==> config.mk <==
export PLATFORM = sky130hd
export DESIGN_NAME = vga_sync_gen
export DESIGN_NICKNAME = d
export VERILOG_FILES = /design/src/rtl/vga_sync_gen.sv
export SDC_FILE = /design/constraint.sdc
export NUM_CORES = 1
export LEC_CHECK = 0
export CORE_MARGIN = 4
export CORE_UTILIZATION = 44
export DETAILED_ROUTE_END_ITERATION = 16
export GPL_ROUTABILITY_DRIVEN = 0
export PLACE_DENSITY = 0.84
export SKIP_LAST_GASP = 1
export SYNTH_ARGS = -nofsm -noshare
export SYNTH_HDL_FRONTEND = slang
export SYNTH_SLANG_ARGS = --single-unit
export TNS_END_PERCENT = 5
==> constraint.sdc <==
create_clock -name clk -period 1.5 [get_ports clk]
set_input_delay 0.225 -clock clk [delete_from_list [all_inputs] [get_ports clk]]
set_output_delay 0.225 -clock clk [all_outputs]
set_load 0.05 [all_outputs]
==> src/rtl/vga_sync_gen.sv <==
// VGA timing generator: pixel-rate divider, horizontal/vertical counters,
// combinational visible-area flag and registered sync/colour/frame outputs.
// Sync, colour and frame_start come out one clk after the counters, so
// rgb_out lines up with hsync/vsync at the DAC.
module vga_sync_gen #(
   parameter int H_DISPLAY = 640,
   parameter int H_FP      = 16,
   parameter int H_SYNC    = 96,
   parameter int H_BP      = 48,
   parameter int V_DISPLAY = 480,
   parameter int V_FP      = 10,
   parameter int V_SYNC    = 2,
   parameter int V_BP      = 33,
   parameter int CLK_DIV   = 2
) (
   input  logic       clk,
   input  logic       reset_n,
   input  logic       en,
   input  logic [2:0] rgb_in,
   output logic [9:0] pixel_x,
   output logic [9:0] pixel_y,
   output logic       p_tick,
   output logic       video_on,
   output logic       frame_start,
   output logic       hsync,
   output logic       vsync,
   output logic [2:0] rgb_out
);

   localparam int H_TOTAL = H_DISPLAY + H_FP + H_SYNC + H_BP;
   localparam int V_TOTAL = V_DISPLAY + V_FP + V_SYNC + V_BP;
   localparam int DIV_W   = (CLK_DIV > 1) ? $clog2(CLK_DIV) : 1;

   localparam logic [DIV_W-1:0] DIV_MAX  = DIV_W'(CLK_DIV - 1);
   localparam logic [9:0]       H_MAX    = 10'(H_TOTAL - 1);
   localparam logic [9:0]       V_MAX    = 10'(V_TOTAL - 1);
   localparam logic [9:0]       H_VIS    = 10'(H_DISPLAY);
   localparam logic [9:0]       V_VIS    = 10'(V_DISPLAY);
   localparam logic [9:0]       HS_FIRST = 10'(H_DISPLAY + H_FP);
   localparam logic [9:0]       HS_LAST  = 10'(H_DISPLAY + H_FP + H_SYNC - 1);
   localparam logic [9:0]       VS_FIRST = 10'(V_DISPLAY + V_FP);
   localparam logic [9:0]       VS_LAST  = 10'(V_DISPLAY + V_FP + V_SYNC - 1);

   logic [DIV_W-1:0] div_q, div_d;
   logic [9:0]       h_cnt_q, h_cnt_d;
   logic [9:0]       v_cnt_q, v_cnt_d;
   logic             hsync_q, hsync_d;
   logic             vsync_q, vsync_d;
   logic [2:0]       rgb_q, rgb_d;
   logic             frame_start_q, frame_start_d;
   logic             line_end, frame_end;

   // Pixel tick and visible-area flag, straight from the current counters.
   always_comb begin
      p_tick    = en && (div_q == DIV_MAX);
      video_on  = en && (h_cnt_q < H_VIS) && (v_cnt_q < V_VIS);
      line_end  = (h_cnt_q == H_MAX);
      frame_end = line_end && (v_cnt_q == V_MAX);
   end

   // Next-state for divider and counters; dropping en parks everything at (0,0).
   always_comb begin
      div_d   = div_q;
      h_cnt_d = h_cnt_q;
      v_cnt_d = v_cnt_q;
      if (!en) begin
         div_d   = '0;
         h_cnt_d = '0;
         v_cnt_d = '0;
      end else if (p_tick) begin
         div_d = '0;
         if (line_end) begin
            h_cnt_d = '0;
            v_cnt_d = (v_cnt_q == V_MAX) ? 10'd0 : v_cnt_q + 10'd1;
         end else begin
            h_cnt_d = h_cnt_q + 10'd1;
         end
      end else begin
         div_d = div_q + DIV_W'(1);
      end
   end

   // Stage-2 values: sync windows, blanked colour, and the frame wrap marker.
   // frame_start only fires on a real wrap, so an en restart never pulses it.
   always_comb begin
      hsync_d       = ~(en && (h_cnt_q >= HS_FIRST) && (h_cnt_q <= HS_LAST));
      vsync_d       = ~(en && (v_cnt_q >= VS_FIRST) && (v_cnt_q <= VS_LAST));
      rgb_d         = video_on ? rgb_in : 3'b000;
      frame_start_d = p_tick && frame_end;
   end

   // Counter registers.
   always_ff @(posedge clk or negedge reset_n) begin
      if (!reset_n) begin
         div_q   <= '0;
         h_cnt_q <= '0;
         v_cnt_q <= '0;
      end else begin
         div_q   <= div_d;
         h_cnt_q <= h_cnt_d;
         v_cnt_q <= v_cnt_d;
      end
   end

   // Output stage registers, inactive levels in reset.
   always_ff @(posedge clk or negedge reset_n) begin
      if (!reset_n) begin
         hsync_q       <= 1'b1;
         vsync_q       <= 1'b1;
         rgb_q         <= 3'b000;
         frame_start_q <= 1'b0;
      end else begin
         hsync_q       <= hsync_d;
         vsync_q       <= vsync_d;
         rgb_q         <= rgb_d;
         frame_start_q <= frame_start_d;
      end
   end

   assign pixel_x     = h_cnt_q;
   assign pixel_y     = v_cnt_q;
   assign hsync       = hsync_q;
   assign vsync       = vsync_q;
   assign rgb_out     = rgb_q;
   assign frame_start = frame_start_q;

endmodule

==> summary.txt <==
Route
  – Detail Route Antenna Nets: 0
  – First DRT Iteration DRCs: 116
  – DRT Pass-1 Iters: 4
  – Drt wl/cell: between 15 and 20 um
  – Vias per cell: 5.88
  – Routed Wire Length: between 5000 and 6000 um
  – Vias: roughly 1,600
  – Drt drc: 0

GRT
  – Largest net degree at the start of global routing: 28
  – Initial antenna violation count: 0
  – Residual overflow from global routing: 0
  – Vias in the first global route: between 1,500 and 2,000
  – All-Layer GR Usage: 24.1%
  – First-pass GRT wire length: between 7000 and 8000 um

Clocking
  – Clock tree buffer depth: 2
  – CTS root buf: clkbuf_4
  – # hold bufs at CTS: 0
  – H-tree levels: 1
  – Register clock-pin slew on the reported worst setup and hold paths: about 0.16 ns
  – Worst-Skew Late Latency: 0.34 ns
  – Sink Count: 27
  – TritonCTS clock tree: done
  – Num CTS Buffers: 3

Yosys
  – Dominant cells by area after synthesis: dfrtp_1 43%, dfstp_2 3.6%, ha_1 3.4%, nand4_1 3.4%, a22o_1 3.0%
  – Top cell type's share of synthesized area: between 40% and 50%
  – Syn_nets: 154
  – EDFF count, synth: 0
  – Mapped Area: between 1000 and 1500 um^2
  – Syn Inst Count: about 140
  – Top FF cell, synth: dfrtp_1
  – Synth warn: 0
  – Synthesis-stage register bit count: 27
  – Sequential area share after synthesis: about 47%
  – Avg Cell Area, Syn: approximately 10 um^2
  – Yosys cell types: 40
  – Post-synth ARST share: 100%
  – Leading area contributor after synthesis: dfrtp_1

Layout
  – NumNets Final: roughly 240
  – Ant. Diodes: 0
  – Share of layout cells above drive strength 1: between 40% and 50%
  – Syn-to-layout area delta: 77.1%
  – Area occupied by multi-input gates: ~800 um^2
  – Finished Cell Area: approximately 2600 um^2
  – FF+latch area: just under 700 um^2
  – Filler Cell Count: roughly 160

Timing
  – RSZ-0062 raised after global routing: yes
  – Slew @ Worst Pin: ~0.35 ns
  – Final Skew: 0.0148 ns
  – Slew headroom: roughly three quarters
  – Fin worst setup slack: -0.202 ns
  – Final setup violation count: 16
  – Final Slew Violations: 0
  – Min Clock Period, post-route: approximately 1.7 ns
  – Final number of hold-violating endpoints: 0
  – Setup TNS: -1.87 ns
  – Peak Freq: approximately 0.6 GHz
  – Part of the cycle the worst path needs: 113%

Power
  – Leakage: roughly 1.1 nW
  – Total power: about 1.4 mW
  – PwrDens: 536 nW/um^2
  – Peak VDD IR: 0.000332 V

Floorplanning
  – I/O pin cnt: 34
  – Core ar.: 3100 um^2
  – Initial Util: a little under half
  – DIE AREA: around 4300 um^2
  – Rows: 20
  – Die H: 65.6 um
  – Die W: roughly 66 um

Worst setup path
  – Worst path required time: between 1.5 and 2 ns
  – Crit path capture type: flip-flop
  – CP max FO: 6
  – Critical path arrival: 1.95 ns
  – Crit Path Class: reg2reg
  – Critical Path Start Type: flip-flop

Place
  – Pre-CTS WS: -0.183 ns
  – DP Area: 2370 um^2
  – Post-DP HPWL: roughly 3300 um
  – IO Port Bufs: 33

Flow run
  – Max-capacitance violation count: 0

Status
  – Status: complete, but fails checks
  – Failing checks: negative setup slack

Hold path
  – Hold crit path type: in2async
[cells by family after synthesis]
logic type / after synthesis / synth area share, %
simple gates: 68 / 28.5
compound gates: 22 / 10.9
buf+inv: 12 / 3.60
flops: 27 / 46.5
fa+ha+maj: 4 / 3.43
xor+xnor: 8 / 4.81
mux: 3 / 2.23
[report_power, final]
part	total (mW)	leakage, nW	switching [mW]	internal, mW
combinational	0.292	0.789	0.159	0.133
sequential	0.757	0.343	0.0121	0.744
clock	0.336	0.0150	0.231	0.105
[stage by stage]
stage                     cells  utilization [%]  hold WS [ns]
final                       272             83.2         0.238
after global routing        272             83.2         0.269
after CTS                   269             80.9         0.260
after detailed placement    256             76.3         0.608
after global placement      256             76.3         0.605
after floorplan             144                -       -0.0706
[path summary, 6_finish.rpt]
path | startpoint | end | slack, ns | depth (start not counted)
setup / recovery | pixel_y[0]$_DFFE_PN0P_ | pixel_y[2]$_DFFE_PN0P_ | -0.20 | 7
hold / removal | reset_n | pixel_y[4]$_DFFE_PN0P_ | 0.24 | 2
setup reg to reg | pixel_y[0]$_DFFE_PN0P_ | pixel_y[2]$_DFFE_PN0P_ | -0.20 | 7
hold reg to reg | pixel_x[9]$_DFFE_PN0P_ | pixel_x[9]$_DFFE_PN0P_ | 0.66 | 2
max in group asynchronous | reset_n | hsync$_DFF_PN1_ | 0.95 | 2
min in group clk | rgb_in[2] | rgb_out[2]$_DFF_PN0_ | 0.44 | 2
[layer usage]
metal / track usage (%) / routed length (um)
met1: 29.8 / 2020
met4: 11.9 / 185
met2: 42.0 / 2660
met3: 1.88 / 330
met5: 0 / 0
[layout make-up]
cell class | instances | area share, %
inverters | 9 | 1.31
multi-input cells | 105 | 31.2
clock buffers | 4 | 1.02
repair buffers | 83 | 37.4
well taps | 44 | 2.13
flip-flops and latches | 27 | 26.9
[repair_timing]
action / 4_1_cts / 5_1_grt
pin swaps: 3 / 4
setup buffers: 9 / 3
gates resized for setup: 15 / 10
cloned: 0 / 0
endpoints found under the setup margin: 14 / 21
[Yosys cell counts, types with 3 or more instances]
library cell	number
dfrtp_1	25
inv_1	9
nor2_1	9
nand2_1	8
nand4_1	8
nor3_1	8
and2_1	6
a22o_1	5
nand3_1	5
and3_1	4
ha_1	4
nor3b_1	4
o21ai_0	4
xnor2_1	4
xor2_1	4
a21oi_1	3
[cells in the final DEF, fill, tap and decap left out, types with 7 or more instances in the layout]
cell type and n:
inv_1 8, buf_12 24, nor2_1 7, buf_6 8
dfrtp_1 12, buf_4 46, dfrtp_2 13, nor3_1 8
nand4_1 8, nand2_1 8
[flip-flops by register name, summed over array words and instances (netlist names)]
name         cells
rgb_out          3
div_q            1
vsync            1
pixel_x         10
frame_start      1
pixel_y         10
hsync            1
[critical path, stage by stage, from the launching register on]
cell and delay [ns]:
dfrtp_2 0.46, inv_2 0.09, ha_4 0.13, nor4bb_4 0.18, and4_4 0.33, buf_6 0.13
o31ai_2 0.06, a22o_1 0.22
Note: power is estimated with default switching activity, not from simulation.
